[src/rtl/ysyx_041461_if_stage.sv]
// ysyx_041461_if_stage: instruction fetch stage feeding the ID register.
// Purpose : keeps the fetch pc, runs the single-outstanding fetch handshake,
//           and presents one fetched instruction (or fetch trap) to decode.
// Build   : define YSYX_041461_IF_SKID_EN to allow a fetch ahead of a full
//           output slot, with a one-entry skid buffer behind the slot.
// Ports   :
//   clk, rst (async active-low)         clock and reset
//   IF_ready_in                         ID register accepts the slot this cycle
//   redirect_valid, redirect_pc         new fetch target from a later stage
//   inst_req_valid/ready, inst_req_addr fetch request handshake
//   inst_resp_valid/data/err            fetch response (always accepted)
//   IF_valid_out, IF_trap_out,
//   IF_inst_out, IF_pc_out              output slot towards ID
// Trap codes: 0 none, 1 instruction address misaligned, 2 instruction access fault.
module ysyx_041461_if_stage #(
  parameter logic [63:0] RESET_PC = 64'h0000_0000_8000_0000
) (
  input  logic        clk,
  input  logic        rst,
  input  logic        IF_ready_in,
  input  logic        redirect_valid,
  input  logic [63:0] redirect_pc,
  output logic        inst_req_valid,
  input  logic        inst_req_ready,
  output logic [63:0] inst_req_addr,
  input  logic        inst_resp_valid,
  input  logic [31:0] inst_resp_data,
  input  logic        inst_resp_err,
  output logic        IF_valid_out,
  output logic [3:0]  IF_trap_out,
  output logic [31:0] IF_inst_out,
  output logic [63:0] IF_pc_out
);
  localparam logic [3:0] TRAP_NOP       = 4'd0;
  localparam logic [3:0] TRAP_IMISALIGN = 4'd1;
  localparam logic [3:0] TRAP_IACCESS   = 4'd2;
  typedef enum logic [2:0] {IDLE, REQ, WAIT, HOLD, DROP} state_t;
  state_t      state, state_nx;
  logic [63:0] pc, pc_nx;
  logic        misaligned, consume, slot_free, can_issue, handshake, new_valid;
  logic [3:0]  new_trap;
  logic [31:0] new_inst;
`ifdef YSYX_041461_IF_SKID_EN
  logic        skid_valid;
  logic [3:0]  skid_trap;
  logic [31:0] skid_inst;
  logic [63:0] skid_pc;
  assign can_issue = ~skid_valid;
`else
  assign can_issue = slot_free;
`endif
  assign misaligned     = |pc[1:0];
  assign consume        = IF_valid_out & IF_ready_in;
  assign slot_free      = ~IF_valid_out | IF_ready_in;
  assign inst_req_valid = (state == REQ) & can_issue & ~misaligned;
  assign inst_req_addr  = pc;
  assign handshake      = inst_req_valid & inst_req_ready;
  // A new entry is either a misaligned-pc trap made locally in REQ or a
  // response in WAIT; a redirect in the same cycle kills it.
  assign new_valid = ~redirect_valid &
                     (((state == REQ) & can_issue & misaligned) | ((state == WAIT) & inst_resp_valid));
  assign new_trap  = (state == REQ) ? TRAP_IMISALIGN : inst_resp_err ? TRAP_IACCESS : TRAP_NOP;
  assign new_inst  = (state == REQ) ? 32'h0 : inst_resp_data;
  always_comb begin
    state_nx = state;
    pc_nx    = pc;
    if (redirect_valid) begin
      pc_nx    = redirect_pc;
      // A request already accepted by memory still owes one response, unless
      // that response is arriving right now.
      state_nx = (handshake || ((state == WAIT || state == DROP) && !inst_resp_valid)) ? DROP : REQ;
    end else begin
      pc_nx = new_valid ? pc + 64'd4 : pc;
      case (state)
        IDLE:    state_nx = REQ;
        REQ:     state_nx = handshake ? WAIT : (can_issue || consume) ? REQ : HOLD;
        WAIT:    state_nx = !inst_resp_valid ? WAIT : slot_free ? REQ : HOLD;
        HOLD:    state_nx = consume ? REQ : HOLD;
        DROP:    state_nx = inst_resp_valid ? REQ : DROP;
        default: state_nx = IDLE;
      endcase
    end
  end
  always_ff @(posedge clk or negedge rst) begin
    if (!rst) begin
      state <= IDLE;
      pc    <= RESET_PC;
    end else begin
      state <= state_nx;
      pc    <= pc_nx;
    end
  end
  always_ff @(posedge clk or negedge rst) begin
    if (!rst) begin
      IF_valid_out <= 1'b0;
      IF_trap_out  <= TRAP_NOP;
      IF_inst_out  <= 32'h0;
      IF_pc_out    <= RESET_PC;
    end else if (redirect_valid) begin
      IF_valid_out <= 1'b0;
`ifdef YSYX_041461_IF_SKID_EN
    end else if (skid_valid && consume) begin
      IF_trap_out <= skid_trap;
      IF_inst_out <= skid_inst;
      IF_pc_out   <= skid_pc;
`endif
    end else if (new_valid && slot_free) begin
      IF_valid_out <= 1'b1;
      IF_trap_out  <= new_trap;
      IF_inst_out  <= new_inst;
      IF_pc_out    <= pc;
    end else if (consume) begin
      IF_valid_out <= 1'b0;
    end
  end
`ifdef YSYX_041461_IF_SKID_EN
  // Requests stop while the skid is full, so a new entry never meets a full skid.
  always_ff @(posedge clk or negedge rst) begin
    if (!rst) begin
      skid_valid <= 1'b0;
      skid_trap  <= TRAP_NOP;
      skid_inst  <= 32'h0;
      skid_pc    <= RESET_PC;
    end else if (redirect_valid || (skid_valid && consume)) begin
      skid_valid <= 1'b0;
    end else if (new_valid && !slot_free) begin
      skid_valid <= 1'b1;
      skid_trap  <= new_trap;
      skid_inst  <= new_inst;
      skid_pc    <= pc;
    end
  end
`endif
endmodule

[config.mk]
export PLATFORM = sky130hd
export DESIGN_NAME = ysyx_041461_if_stage
export DESIGN_NICKNAME = d
export VERILOG_FILES = /design/src/rtl/ysyx_041461_if_stage.sv
export SDC_FILE = /design/constraint.sdc
export NUM_CORES = 1
export LEC_CHECK = 0
export BUFFER_PORTS_ARGS = -buffer_cell sky130_fd_sc_hd__buf_2
export CAP_MARGIN = 20
export CORE_MARGIN = 8
export CORE_UTILIZATION = 46
export DETAILED_ROUTE_END_ITERATION = 10
export PLACE_DENSITY = 0.77
export RECOVER_POWER = 50
export SETUP_SLACK_MARGIN = 0.4
export SLEW_MARGIN = 5
export SYNTH_ARGS = -nofsm -noshare
export SYNTH_HDL_FRONTEND = slang
export SYNTH_SLANG_ARGS = --single-unit
[constraint.sdc]
create_clock -name clk -period 2.27 [get_ports clk]
set_clock_uncertainty 0.1 [all_clocks]
set_input_delay 0 -clock clk [delete_from_list [all_inputs] [get_ports clk]]
set_output_delay 0 -clock clk [all_outputs]
set_load 0.01 [all_outputs]
# Word-level counts from Yosys, hierarchy flattened
# Index checks and enable logic that the tools add are counted.
# op_classes
reduce_logical	11
n_addsub	1
eq_ne	4
n_bitwise	12
shifts	0
n_mul	0
magnitude_cmp	0
mux	17
div_mod_pow	0
# op_table
cell	count
64-bit two-way mux	2
64-bit by 3-bit adder with 64-bit output (second input constant)	1
32-bit two-way mux	1
3-bit case mux with 5 select lines	1
2-bit two-way mux	7
3-bit two-way mux	3
1-bit bitwise AND	7
3-bit by 2-bit == test with 1-bit output (second input constant)	2
3-bit by 1-bit == test with 1-bit output (second input constant)	1
3-bit == test (second input constant)	1
3-bit zero test	1
1-bit logical OR	3
1-bit two-way mux	3
1-bit inverter	3
3-bit nonzero test	1
1-bit logical AND	2
1-bit OR	2
2-bit AND reduction	1
2-bit nonzero test	1
2-bit OR reduction	1
1-bit zero test	1
# word_totals
memories	0
ramBits	0
reg_bits	168
in_bits	103
rom_bits	0
out_inout_bits	166
latchBits	0

# Depth between registers and ports, before layout
# Gate-level depths: netlist (run 1).
# depth
word_depth	9
ltp_mapped	9
ltp_nobuf	6

# Least setup slack after synthesis (run 1)
# No wires, ideal clock.
# synth_timing
path_kind	reg2reg
from	register pc[2], in the netlist inst_req_addr[2]
to	register pc[60], in the netlist inst_req_addr[60]
stages_incl_launch_ff	9
setup_slack_ns	-0.082
synth_period_minus_slack_ns	2.352
n_path_buf	2
arrival_ns	2.170
path_cell_list	dfrtp_1 ha_1 and3_1 clkbuf_1 and3_1 nand4_1 buf_2 or4_1 a31oi_1
# synth_between
elab_chain_len	3
# synth_rtl
element	line	text
start: declaration	39	logic [63:0] pc, pc_nx;
start signal: assignment	90	pc <= pc_nx;
64-bit by 3-bit adder with 64-bit output	73	pc_nx = new_valid ? pc + 64'd4 : pc;
64-bit two-way mux	73	
64-bit two-way mux	67	if (redirect_valid) begin
# Every way passes these cells. The select of a mux whose other input is x is not followed.
# A chain may end at the register's enable or synchronous reset.

# Worst setup path after layout (run 1)
# layout_timing
from	register pc[13], in the netlist inst_req_addr[13]
to	register pc[27], in the netlist inst_req_addr[27]
# Same word-level chain as after synthesis.

==> impl_metrics.yaml, run 1 <==
timing:
  setup_viol: 1
  drv_slew: 27
  finalCritPeriodShare_pct: 103
  max_freq_mhz: 429
  tightest_slew_ns: 1.54
  period_needed_ns: 2.33
  rsz0062_at_grt: "true"
  slew_headroom_pct: -2.70
  hold_viol_final: 0
  setup_slack_ns: -0.0619
synth:
  synth.largest_area_cell: "dfrtp_1"
  ys_seq_elements: 166
  ys_warn_count: 0
  syn_area_um2: 7770
  synthDominantCellAreaShare_pct: 52.8
  yosysSeqAreaShare_pct: 53.5
  synthArstFlopShare_pct: 100
  synth-edff-count: 0
  synth_area_leaders: "dfrtp_1 53%, mux2_2 8.4%, nand2_1 6.1%"
  syn-mean-instance-area_um2: 9.99
  synth_top_flop_cell: "dfrtp_1"
  postSynthCellCount: 778
  post_synth_num_cell_types: 52
  yosysMostFrequentCell: "dfrtp_1"
  ys_top_cells_by_count: "164 x dfrtp_1, 126 x nand2_1, 84 x o21ai_0"
route:
  drtIter0Drc: 1096
  via_per_inst: 6.10
  wire_per_inst_um: 25.0
  drc: 0
  ant_nets: 0
  vias: 9339
  firstDrtPassIters: 6
  route.final.wire_length_um: 38200
hold_path:
  hold_path.class: "in -> reg"
clock_tree:
  cts_tree: "built"
  cts.htree.levels: 4
  cts-buffers-inserted: 17
  cts_num_sinks: 166
  clk_path_buf_depth: 2
  worst_skew_pair.late_latency_ns: 0.44
  clkTransAtPathRegs_ns: 0.07
  root_buffer: "clkbuf_16"
worst_setup_path:
  end_kind: "flip-flop"
  cp_num_buf_inv: 3
  crit_chain: "nand4_1, buf_4, buf_4, nor2_1, nand4_1, buf_4, o211ai_1, nand3_1"
  critical_path_class: "reg -> reg"
  cp_max_fo: 3
  worst-endpoint-arrival_ns: 2.51
  cp.required_ns: 2.45
  cp_top_family: "simple AND/OR/NAND/NOR gates"
  startpoint_type: "flip-flop"
  path_common_cell: "buf_4"
  cp_slowest_cell: "nor2_1"
  slowest_delay_ns: 0.40
placed_design:
  port-buffer-count: 266
  pre_cts_ws_ns: 0.00794
  hpwl_um: 18500
  placed_cell_area_um2: 9840
  dpl.cell_count: 1279
  gp_congestion: 0.860
global_route:
  grt_remaining_overflow: 0
  first_global_vias: 8906
  track_usage_pct: 29.5
  grt_pass1_wl_um: 49800
  grt_max_degree: 57
  antenna_found_initial: 0
floorplanning:
  num_io_pins: 269
  core_um2: 16500
  fp-row-count: 47
  dieArea_um2: 21300
  die_w_um: 146
  initial_core_util_pct: 47.0
  fp.dieH_um: 146
final_layout:
  final_cells: 1531
  n_antenna_cell: 0
  fin_util_pct: 82.4
  final_nets: 1402
  multi_input_area_um2: 4250
  post-route-cell-area_um2: 13600
  synthToLayoutAreaGrowth_pct: 75.2
  n_fill_cell: 889
  final_layout_size_suffix_gt1_share_pct: 44.9
  regArea_um2: 4180
pwr:
  power_density_nw_per_um2: 869
  vdd_drop_max_mv: 0.961
  p_leak_uw: 0.00596
  power.total_uw: 11800
run_status:
  violations: "capacitance limit, slew limit, setup timing"
  status: "complete, but fails checks"
job:
  maxCapViolCount: 1
[through the flow]
stage	setup TNS, ns	hold WS (ns)
after CTS	0	0.0348
after global routing	-0.145	0.227
final	-0.0619	0.215
after floorplan	0	-0.396
after global placement	0	-0.183
after detailed placement	0	-0.171
[power breakdown]
part,internal (µW),switching (µW),total [µW]
logic,2120,2430,4550
registers,3750,654,4400
clock network,1580,1300,2880
[what timing repair did]
action                                  in CTS  in global routing
gates resized for setup                     90                201
endpoints found under the setup margin     109                161
gates cloned                                13                 15
pin swaps                                   66                 88
buffers inserted                            57                 24
hold endpoints to repair                   266                  0
hold buffers                               111                  0
[cell usage in the layout (no fill, tap or decap), types with 8 or more instances in the layout]
cell / n
a31oi_1: 27
and3_1: 8
buf_12: 15
buf_16: 12
buf_2: 183
buf_4: 96
buf_6: 27
clkbuf_1: 88
clkbuf_16: 27
dfrtp_1: 147
dfrtp_2: 17
dlygate4sd3_1: 110
mux2_2: 56
nand2_1: 89
nand2_2: 15
nand2_4: 22
nand3_1: 21
nand3_2: 9
nand4_1: 28
nor2_1: 41
nor3_1: 9
nor4_4: 10
o21ai_0: 20
o21ai_1: 37
o21ai_2: 26
or3_1: 14
or4_1: 15
xnor2_1: 12
xor2_1: 9
[flip-flops by register name (all words and copies together), names as in the netlist]
signal and count:
IF_pc_out 64, inst_req_addr 64, IF_inst_out 32, state 3, IF_trap_out 2, IF_valid_out 1
[final cells by class]
class	count	share of cell area, %
tap	220	2.02
sequential	166	30.7
clock buffer	23	3.44
multi-input combinational	560	31.2
clock inverter	9	0.689
timing repair buffer	544	31.7
inverter	9	0.248
[worst paths after layout]
check	from	to	slack, ns	cells after the start
hold / removal	redirect_pc[3]	inst_req_addr[3]	0.22	4
hold reg to reg	IF_pc_out[26]	IF_pc_out[26]	0.40	1
min in group asynchronous	rst	IF_pc_out[31]	0.24	2
setup / recovery	inst_req_addr[13]	inst_req_addr[27]	-0.06	8
max in group asynchronous	rst	inst_req_addr[8]	0.25	3
setup reg to reg	inst_req_addr[13]	inst_req_addr[27]	-0.06	8
[cells by family after synthesis]
family	count (synthesis)	synth area share [%]
xor gates and xnor gates	24	2.70
muxes	59	8.53
other	1	0.0483
buffers and inverters	55	2.91
adders and majority gates	1	0.161
and+or+nand+nor	325	21.0
AOI/OAI and AO/OA	147	11.2
DFF	166	53.5
[tightest hold or removal path: stages]
cell and delay, ns:
dlygate4sd3_1 0.52, buf_2 0.09, nand2_1 0.04, o21ai_0 0.06
[metal layers]
metal	vias up	track usage, %	part of all wire [%]
met4	0	14.2	5.8
met3	207	8.74	10
met5	-	0	0
li1	3856	-	-
met1	4515	34.9	36
met2	761	48.4	48
(Power assumes the default switching activity.)
==> run 2: changes to the inputs <==
Settings changed: CORE_MARGIN 8 to default, PLACE_DENSITY 0.77 to 0.76.
==> impl_metrics.yaml, run 2 (synthesized netlist as in run 1, its figures left out) <==
clock_tree:
  cts-buffers-inserted: 17
  cts.htree.levels: 4
  cts_num_sinks: 166
  clkTransAtPathRegs_ns: 0.07
  worst_skew_pair.late_latency_ns: 0.44
  clk_path_buf_depth: 2
  root_buffer: "clkbuf_16"
  cts_tree: "built"
global_route:
  grt_pass1_wl_um: 48100
  track_usage_pct: 35.9
  antenna_found_initial: 1
  first_global_vias: 8738
  grt_max_degree: 70
  grt_remaining_overflow: 0
final_layout:
  final_cell_mix: "181 x buf_2, 148 x dfrtp_1, 113 x nand2_1"
  regArea_um2: 4180
  final_nets: 1372
  multi_input_area_um2: 4080
  final_cells: 1501
  post-route-cell-area_um2: 13100
  final_common_cell: "buf_2"
  synthToLayoutAreaGrowth_pct: 68.5
  n_fill_cell: 987
  final_layout_size_suffix_gt1_share_pct: 40.9
floorplanning:
  dieArea_um2: 17400
  core_um2: 16500
  fp.dieH_um: 132
  die_w_um: 132
  num_io_pins: 269
  fp-row-count: 47
  initial_core_util_pct: 47.0
job:
  maxCapViolCount: 1
worst_setup_path:
  startpoint_type: "flip-flop"
  cp.required_ns: 2.48
  critical_path_class: "reg -> reg"
  worst-endpoint-arrival_ns: 2.45
  cp_max_fo: 6
  end_kind: "flip-flop"
placed_design:
  port-buffer-count: 266
  gp_congestion: 0.869
  placed_cell_area_um2: 9710
  hpwl_um: 16500
  dpl.cell_count: 1263
route:
  ant_nets: 0
  firstDrtPassIters: 8
  route.final.wire_length_um: 35100
  vias: 9177
  wire_per_inst_um: 23.4
  drtIter0Drc: 1045
  via_per_inst: 6.11
  drc: 0
pwr:
  p_leak_uw: 0.00567
  power.total_uw: 11300
  vdd_drop_max_mv: 0.648
  power_density_nw_per_um2: 861
timing:
  drv_slew: 51
  setup_viol: 0
  max_freq_mhz: 447
  tightest_slew_ns: 1.51
  finalCritPeriodShare_pct: 98.5
  rsz0062_at_grt: "true"
  period_needed_ns: 2.24
  hold_viol_final: 0
  slew_headroom_pct: -0.667
  fin_setup_tns_ns: 0
run_status:
  violations: "capacitance limit, slew limit"
  status: "complete, but fails checks"
hold_path:
  hold_path.class: "in -> reg"
-- run 2: changes by cell type in the layout (fill, tap and decap cells not counted), sizes merged --
cell / delta
buf: -19
clkinvlp: +2
diode: +1
dlygate4sd3: -4
clkbuf: -10
bufinv: -1
clkinv: +1
-- run 2: what timing repair did --
item                                   in CTS  in global routing
buffers inserted                           54                 22
setup endpoints to repair                 113                162
resized for setup                         109                105
pin swaps                                  71                 71
hold buffers                              106                  0
cloned                                     17                  7
endpoints found under the hold margin     266                  0
-- run 2: final timing paths --
path | start | cells after the start | slack [ns] | end
setup reg to reg | state[1] | 8 | 0.03 | inst_req_addr[26]
min in group asynchronous | rst | 2 | 0.36 | IF_pc_out[56]
setup / recovery | state[1] | 8 | 0.03 | inst_req_addr[26]
hold / removal | redirect_pc[9] | 4 | 0.22 | inst_req_addr[9]
max in group asynchronous | rst | 3 | 0.34 | inst_req_addr[32]
hold reg to reg | IF_pc_out[23] | 2 | 0.38 | IF_pc_out[23]
-- run 2: area by class of cell --
cell class | instances | area share [%]
clock buffers | 20 | 3.56
well taps | 220 | 2.10
diodes | 1 | 0.0191
flip-flops and latches | 166 | 31.9
multi-input cells | 560 | 31.1
clock inverters | 11 | 0.707
inverters | 9 | 0.258
repair buffers | 514 | 30.3
-- run 2: layer usage --
layer | track usage [%] | vias up | share of wire [%]
met3 | 8.19 | 237 | 9.7
met2 | 58.7 | 749 | 48
met5 | 0 | - | 0
met4 | 22.0 | 0 | 7.4
met1 | 43.2 | 4385 | 35
li1 | - | 3806 | -
-- run 2: worst max-delay path, cell delays in order, from the launching register on --
cell and delay [ns]:
dfrtp_2 0.43, nor3b_4 0.24, buf_4 0.15, buf_6 0.09
a31o_4 0.25, buf_8 0.13, nand4_1 0.20, o21a_1 0.27
o31a_1 0.24
-- run 2: power breakdown --
group	internal [µW]	switching (µW)	total, µW
sequential	3750	581	4330
combinational	1920	2220	4140
clock	1500	1310	2820
total	7170	4110	11300
-- run 2: through the flow --
step / setup WS [ns] / util [%] / hold WS (ns)
after floorplan: 0.0769 / - / -0.396
after global placement: 0.0831 / 58.7 / -0.104
after detailed placement: -0.0149 / 58.7 / -0.0930
after CTS: 0.150 / 76.1 / 0.0177
after global routing: -0.0676 / 79.2 / 0.243
final: 0.0343 / 79.2 / 0.216
